$ cat config.mk
export PLATFORM = sky130hd
export DESIGN_NAME = fetch_hazard_ctrl
export DESIGN_NICKNAME = d
export VERILOG_FILES = /design/src/rtl/fetch_ctrl_pkg.sv /design/src/rtl/sat_counter.sv /design/src/rtl/fetch_hazard_ctrl.sv
export SDC_FILE = /design/constraint.sdc
export NUM_CORES = 1
export LEC_CHECK = 0
export BUFFER_PORTS_ARGS = -buffer_cell sky130_fd_sc_hd__clkbuf_2
export CAP_MARGIN = 10
export CORE_MARGIN = 1.5
export CORE_UTILIZATION = 58
export DETAILED_ROUTE_END_ITERATION = 16
export PLACE_DENSITY = 0.91
export SYNTH_ARGS = -nofsm -noshare
export SYNTH_HDL_FRONTEND = slang
export SYNTH_SLANG_ARGS = --single-unit
$ cat constraint.sdc
create_clock -name i_clk -period 6.6 [get_ports i_clk]
set_clock_uncertainty 0.05 [all_clocks]
set_input_delay 0 -clock i_clk [delete_from_list [all_inputs] [get_ports i_clk]]
set_output_delay 0 -clock i_clk [all_outputs]
set_load 0.05 [all_outputs]
$ cat src/rtl/fetch_ctrl_pkg.sv
// Shared types for the front-end stall/flush sequencer.
package fetch_ctrl_pkg;

    typedef enum logic [1:0] {
        RUN       = 2'd0,
        IMEM_WAIT = 2'd1,
        ERR       = 2'd2
    } fetch_ctrl_state_e;

    localparam logic [4:0] REG_X0 = 5'd0;

endpackage

$ cat src/rtl/sat_counter.sv
// Saturating up-counter with synchronous clear; clear beats increment.
module sat_counter #(
    parameter int unsigned WIDTH = 32
) (
    input  logic             i_clk,
    input  logic             i_rst_n,
    input  logic             i_inc,
    input  logic             i_clr,
    output logic [WIDTH-1:0] o_count
);

    logic [WIDTH-1:0] count_q, count_d;

    always_comb begin
        count_d = count_q;
        if (i_clr) begin
            count_d = '0;
        end else if (i_inc && (count_q != {WIDTH{1'b1}})) begin
            count_d = count_q + 1'b1;
        end
    end

    always_ff @(posedge i_clk or negedge i_rst_n) begin
        if (!i_rst_n) begin
            count_q <= '0;
        end else begin
            count_q <= count_d;
        end
    end

    assign o_count = count_q;

endmodule

$ cat src/rtl/fetch_hazard_ctrl.sv
// Front-end stall/flush sequencer: redirects, load-use bubbles, IMEM wait tracking
// with timeout, and saturating stall/redirect performance counters.
module fetch_hazard_ctrl
    import fetch_ctrl_pkg::*;
#(
    parameter int unsigned TIMEOUT = 64,
    parameter int unsigned CNT_W   = 32
) (
    input  logic             i_clk,
    input  logic             i_rst_n,
    input  logic             i_redirect_E,
    input  logic             i_mem_read_E,
    input  logic [4:0]       i_rd_E,
    input  logic [4:0]       i_rs1_D,
    input  logic [4:0]       i_rs2_D,
    input  logic             i_rs1_used_D,
    input  logic             i_rs2_used_D,
    input  logic             i_imem_ready,
    input  logic             i_cnt_clr,
    output logic             o_stall_F,
    output logic             o_stall_D,
    output logic             o_flush_D,
    output logic             o_flush_E,
    output logic             o_imem_err,
    output logic [1:0]       o_state,
    output logic [CNT_W-1:0] o_stall_cnt,
    output logic [CNT_W-1:0] o_flush_cnt
);

    localparam int unsigned    WaitW   = $clog2(TIMEOUT);
    localparam logic [WaitW-1:0] WaitMax = WaitW'(TIMEOUT - 1);

    fetch_ctrl_state_e state_q, state_d;
    logic [WaitW-1:0]  wait_q, wait_d;
    logic              err_q, err_d;
    logic              load_use;

    assign load_use = i_mem_read_E && (i_rd_E != REG_X0) &&
                      ((i_rs1_used_D && (i_rs1_D == i_rd_E)) ||
                       (i_rs2_used_D && (i_rs2_D == i_rd_E)));

    always_comb begin
        o_stall_F = 1'b0;
        o_stall_D = 1'b0;
        o_flush_D = 1'b0;
        o_flush_E = 1'b0;
        state_d   = state_q;
        wait_d    = wait_q;
        err_d     = err_q;

        if (i_redirect_E) begin
            o_flush_D = 1'b1;
            o_flush_E = 1'b1;
            state_d   = RUN;
            wait_d    = '0;
        end else if (load_use) begin
            // Bubble into EX; a pending IMEM wait is frozen, not advanced.
            o_stall_F = 1'b1;
            o_stall_D = 1'b1;
            o_flush_E = 1'b1;
        end else if (state_q == ERR) begin
            o_stall_F = 1'b1;
            o_flush_D = 1'b1;
        end else if (!i_imem_ready) begin
            o_stall_F = 1'b1;
            o_flush_D = 1'b1;
            if (wait_q == WaitMax) begin
                state_d = ERR;
                err_d   = 1'b1;
            end else begin
                state_d = IMEM_WAIT;
                wait_d  = wait_q + 1'b1;
            end
        end else begin
            state_d = RUN;
            wait_d  = '0;
        end
    end

    always_ff @(posedge i_clk or negedge i_rst_n) begin
        if (!i_rst_n) begin
            state_q <= RUN;
            wait_q  <= '0;
            err_q   <= 1'b0;
        end else begin
            state_q <= state_d;
            wait_q  <= wait_d;
            err_q   <= err_d;
        end
    end

    assign o_state    = state_q;
    assign o_imem_err = err_q;

    sat_counter #(
        .WIDTH (CNT_W)
    ) u_stall_cnt (
        .i_clk   (i_clk),
        .i_rst_n (i_rst_n),
        .i_inc   (o_stall_F),
        .i_clr   (i_cnt_clr),
        .o_count (o_stall_cnt)
    );

    sat_counter #(
        .WIDTH (CNT_W)
    ) u_flush_cnt (
        .i_clk   (i_clk),
        .i_rst_n (i_rst_n),
        .i_inc   (i_redirect_E),
        .i_clr   (i_cnt_clr),
        .o_count (o_flush_cnt)
    );

endmodule
======== Word level (Yosys, flattened, before mapping) ========
Cells that the tools add are included.
operators by class
  $add $sub $neg .......................... 3
  bitwise logic cells ..................... 4
  reductions and logical operators ........ 13
  muxes and demuxes ....................... 23
  equality and inequality tests ........... 9
operator list
  operator                                        count
  2-to-1 mux 32 bit                               4
  adder 32 x 1 -> 32 bit (second input constant)  2
  inequality test 32 bit (second input constant)  2
  2-to-1 mux 6 bit                                5
  equality test 5 bit                             2
  2-to-1 mux 2 bit                                5
  2-to-1 mux 1 bit                                9
  adder 6 x 1 -> 6 bit (second input constant)    1
  equality test 6 bit (second input constant)     1
  logical AND 1 bit                               6
  AND reduction 5 bit                             1
  nonzero test 5 bit                              1
  inequality test 2 bit (second input constant)   2
  inverter 1 bit                                  4
  nonzero test 2 bit                              2
  inequality test 3 bit (second input constant)   1
  AND reduction 3 bit                             1
  equality test 2 bit (second input constant)     1
  AND reduction 2 bit                             1
  logical OR 1 bit                                1
word-level totals
  logic and storage cells ................. 57
  register bits after elaboration ......... 73
  output and inout port bits .............. 71
  input bits .............................. 23

======== Logic depth before layout (Yosys ltp) ========
  word-level depth ........................ 9
  mapped depth ............................ 8
  mapped depth without buffers ............ 7

======== Cells and area by module ========
Synthesis repeated with hierarchy kept, for this count alone.
unflattened totals
  cell total of the unflattened synthesis .. 486
  area total of the unflattened synthesis .. 4455.5 um^2
by module, submodules not included
  module             cells an instance  area an instance (um^2)  seq. area each (um^2)  instances
  sat_counter        198                1854.3                   800.8                  2
  fetch_hazard_ctrl  90                 747.0                    225.2                  1

======== Worst setup path after synthesis ========
Ideal clock, no wire load.
  path kind ............................... register -> register
  from .................................... reg u_stall_cnt.count_q[0] (netlist: u_stall_cnt.o_count[0])
  to ...................................... reg u_stall_cnt.count_q[10] (netlist: u_stall_cnt.o_count[10])
  cell stages (with the launch flop) ...... 9
  clock period less this slack ............ 2.771 ns
  setup slack ............................. 3.829 ns
  setup time .............................. 0.125 ns
  arrival ................................. 2.597 ns
  cell sequence ........................... dfrtp_1 > ha_1 > and3_1 > and3_1 > and4_2 > or3b_1 > clkbuf_1 > nor3b_1 > mux2_2
on the way
  cells in the longest elaborated chain, start to end .. 3
  elaborated cells between the ends (all ways) .. 6
  those cells by class .................... add/sub: 1; eq/ne: 1; mux: 2; reduce/logical: 2
ends and longest elaborated chain
  what                                                                     line                                  source
  from (decl)                                                              sat_counter.sv:12                     logic [WIDTH-1:0] count_q, count_d;
  from (signal assigned)                                                   sat_counter.sv:27                     count_q <= count_d;
  adder 32 x 1 -> 32 bit / inequality test 32 bit (equally long branches)  sat_counter.sv:19, sat_counter.sv:18
  2-to-1 mux 32 bit / logical AND 1 bit (equally long branches)            sat_counter.sv:18                     end else if (i_inc && (count_q != {WIDTH{1'b1}})) begin
  2-to-1 mux 32 bit / nonzero test 2 bit (equally long branches)           n/a
Parallel ways exist; a longest one is shown, timed or not. The select of a mux whose other input is x is not followed.
A chain may end at the register's enable or synchronous reset.

======== Worst setup path in the final report ========
  from .................................... reg u_stall_cnt.count_q[4] (netlist: u_stall_cnt.o_count[4])
  to ...................................... reg u_stall_cnt.count_q[25] (netlist: u_stall_cnt.o_count[25])
The elaborated chain is that of the path after synthesis.

==> impl_metrics.json <==
{
  "fin_util": 0.702,
  "peakVddDrop_mv": 0.128,
  "seq_area_frac_synth": 0.427,
  "syn-cell-area_um2": 4280,
  "cts.sink_count": 73,
  "drtIter0Drc": 224,
  "drtAntennaViolNets": 0,
  "clockRootBuffer": "clkbuf_8",
  "slew_headroom": 0.279,
  "grt_pass1_wl_mm": 16.9,
  "synth-edff-count": 0,
  "row_count": 31,
  "maxCapViolations": 0,
  "ys_top_cells_by_count": "dfrtp_1, nor2_1, nand2_1, nand4_1, a21oi_1",
  "cts_tree": "yes",
  "area_growth_pct": 18.2,
  "cts_max_level": 3,
  "worstPathMaxFanout": 7,
  "die_area_um2": 7910,
  "reg2regPathDepth": 5,
  "portBuffers": 93,
  "tns_ns": 0,
  "hpwl_mm": 6.88,
  "die_h_um": 88.9,
  "tightest_slew_ns": 1.08,
  "vias_per_cell": 5.97,
  "synthesis.nets": 494,
  "fmax_mhz": 344,
  "grt_pass1_vias": 3686,
  "min_period_ns": 2.91,
  "synth-seq-cells": 73,
  "final_layout_size_suffix_gt1_frac": 0.257,
  "worstPathRequired_ns": 6.78,
  "num_antenna_cells": 0,
  "synth_top_flop_cell": "dfrtp_1",
  "ys.warnings.count": 0,
  "clk_pin_slew_ns": 0.07,
  "ios": 94,
  "grt_setup_unrepaired": "no",
  "timing.reg2reg.setup_slack_ns": 3.69,
  "initial_core_util": 0.594,
  "async_reset_ff_frac": 1.00,
  "cp.arrival_ns": 3.09,
  "synthDistinctLibCells": 53,
  "setup_viol": 0,
  "nets": 578,
  "yosys-top-cells-area": "dfrtp_1, nor2_1, nand4_1, mux2_2, xor2_1",
  "globalplace.congestion": 0.834,
  "reg2reg_to": "u_stall_cnt.o_count[25]",
  "clock_path_buffers": 2,
  "cp-end-kind": "flop",
  "post_cts_buffers": 0,
  "netlist.area_leader.share": 0.427,
  "cp-startpoint": "u_stall_cnt.o_count[4]",
  "cts_buffers": 9,
  "status": "complete, no violations",
  "core_um2": 7210,
  "wl_per_cell_um": 15.5,
  "routed_wl_mm": 10.2,
  "drc_errors": 0,
  "overflow": 0,
  "syn_inst": 468,
  "crit_type": "reg2reg",
  "grt_antenna_before_repair": 0,
  "power_density_nw_per_um2": 189,
  "yosysTopAreaCell": "dfrtp_1",
  "timing.rr.start": "u_stall_cnt.o_count[4]",
  "avgSynthCellArea_um2": 9.15,
  "final_cell_area_um2": 5060,
  "yosysMostFrequentCell": "dfrtp_1",
  "clk_latency_ns": 0.34,
  "vias": 3916,
  "endpoint": "u_stall_cnt.o_count[25]",
  "drv_slew": 0,
  "dr.pass1.iters": 4,
  "track_usage": 0.271,
  "hold_viol": 0,
  "fp.dieW_um": 88.9,
  "grt_max_degree": 81,
  "place_area_um2": 4810,
  "p_leak_uw": 0.00227,
  "period_share": 0.441,
  "crit_path_start_kind": "flop",
  "hold_path.class": "in2reg"
}
-- metrics by stage --
step	cells	worst slack (ns)	hold slack [ns]	power (uW)
6_report	656	3.69	0.0485	954
5_1_grt	656	3.65	0.0792	985
4_1_cts	656	3.76	0.0334	960
3_5_place_dp	639	3.80	0.229	537
3_3_place_gp	639	3.89	0.221	534
2_1_floorplan	468	3.83	-0.346	509
-- state kept, by name, indices dropped and copies added, names as in the netlist --
name                 flops
o_imem_err               1
o_state                  2
u_flush_cnt.o_count     32
u_stall_cnt.o_count     32
wait_q                   6
-- cell usage in the layout (no fill, tap or decap), drive strengths merged, types with 2 or more instances in the layout --
cell      n
clkbuf  103
dfrtp    73
nor2     54
nand2    32
nand4    31
a21oi    27
nand3    19
xor2     18
o21ai    15
mux2     15
xnor2    14
nor2b    14
or3      14
nor4     13
and3     12
nor3     12
or4      11
and4     10
o31ai     9
inv       6
nor3b     4
nand2b    3
a31oi     3
nor4b     3
o31a      3
o21ba     3
ha        3
bufinv    3
buf       3
and2      2
mux2i     2
o221a     2
nand3b    2
o211ai    2
or4b      2
-- layer usage --
metal  GRT usage  vias to the layer above  wire length [um]
li1            -                     1902                 -
met1       0.344                     1899              4330
met2       0.474                      100              5220
met3      0.0379                       15               500
met4       0.101                        0               103
met5           0                        -                 0
-- timing repair --
action | CTS | global route
resized for setup | 0 | 0
hold endpoints to repair | 73 | 0
hold buffers | 1 | 0
-- final cells by class --
cell class | instances | area, um2
Clock buffer | 11 | 141
Sequential cell | 73 | 1830
Tap cell | 99 | 124
Fill cell | 599 | 2150
Multi-Input combinational cell | 366 | 2350
Timing Repair Buffer | 96 | 490
Clock inverter | 5 | 103
Inverter | 6 | 22.5
-- logic make-up after synthesis --
group	after synthesis	synth area share
compound gates	73	0.110
fa+ha+maj	3	0.00877
simple gates	241	0.319
xor+xnor	32	0.0654
mux	17	0.0441
buf+inv	29	0.0266
flops	73	0.427
-- power by group --
group / internal [uW] / leakage [uW] / switching, uW / total [uW]
registers: 450 / 0.00102 / 4.25 / 454
logic: 21.0 / 0.00113 / 53.4 / 74.3
clock network: 261 / 0.000120 / 165 / 426
total: 732 / 0.00227 / 222 / 954
-- critical path, stage by stage, from the launching register on --
cell     delay (ns)
dfrtp_1        0.47
nand4_4        0.19
nor4_1         0.68
nand4_1        0.43
nor4b_1        0.58
mux2_2         0.39
-- how the worst min path moves through the flow --
| stage | startpoint | slack, ns | depth (start not counted) | to |
|---|---|---|---|---|
| 6_report | i_imem_ready | 0.05 | 4 | o_state[1] |
| 5_1_grt | i_imem_ready | 0.08 | 4 | o_state[1] |
| 4_1_cts | i_imem_ready | 0.03 | 4 | o_state[1] |
| 3_5_place_dp | i_rst_n | 0.23 | 2 | o_state[1] |
| 3_3_place_gp | i_rst_n | 0.22 | 2 | o_state[0] |
| 2_1_floorplan | i_rst_n | -0.35 | 0 | o_imem_err |
(Power assumes the default switching activity.)
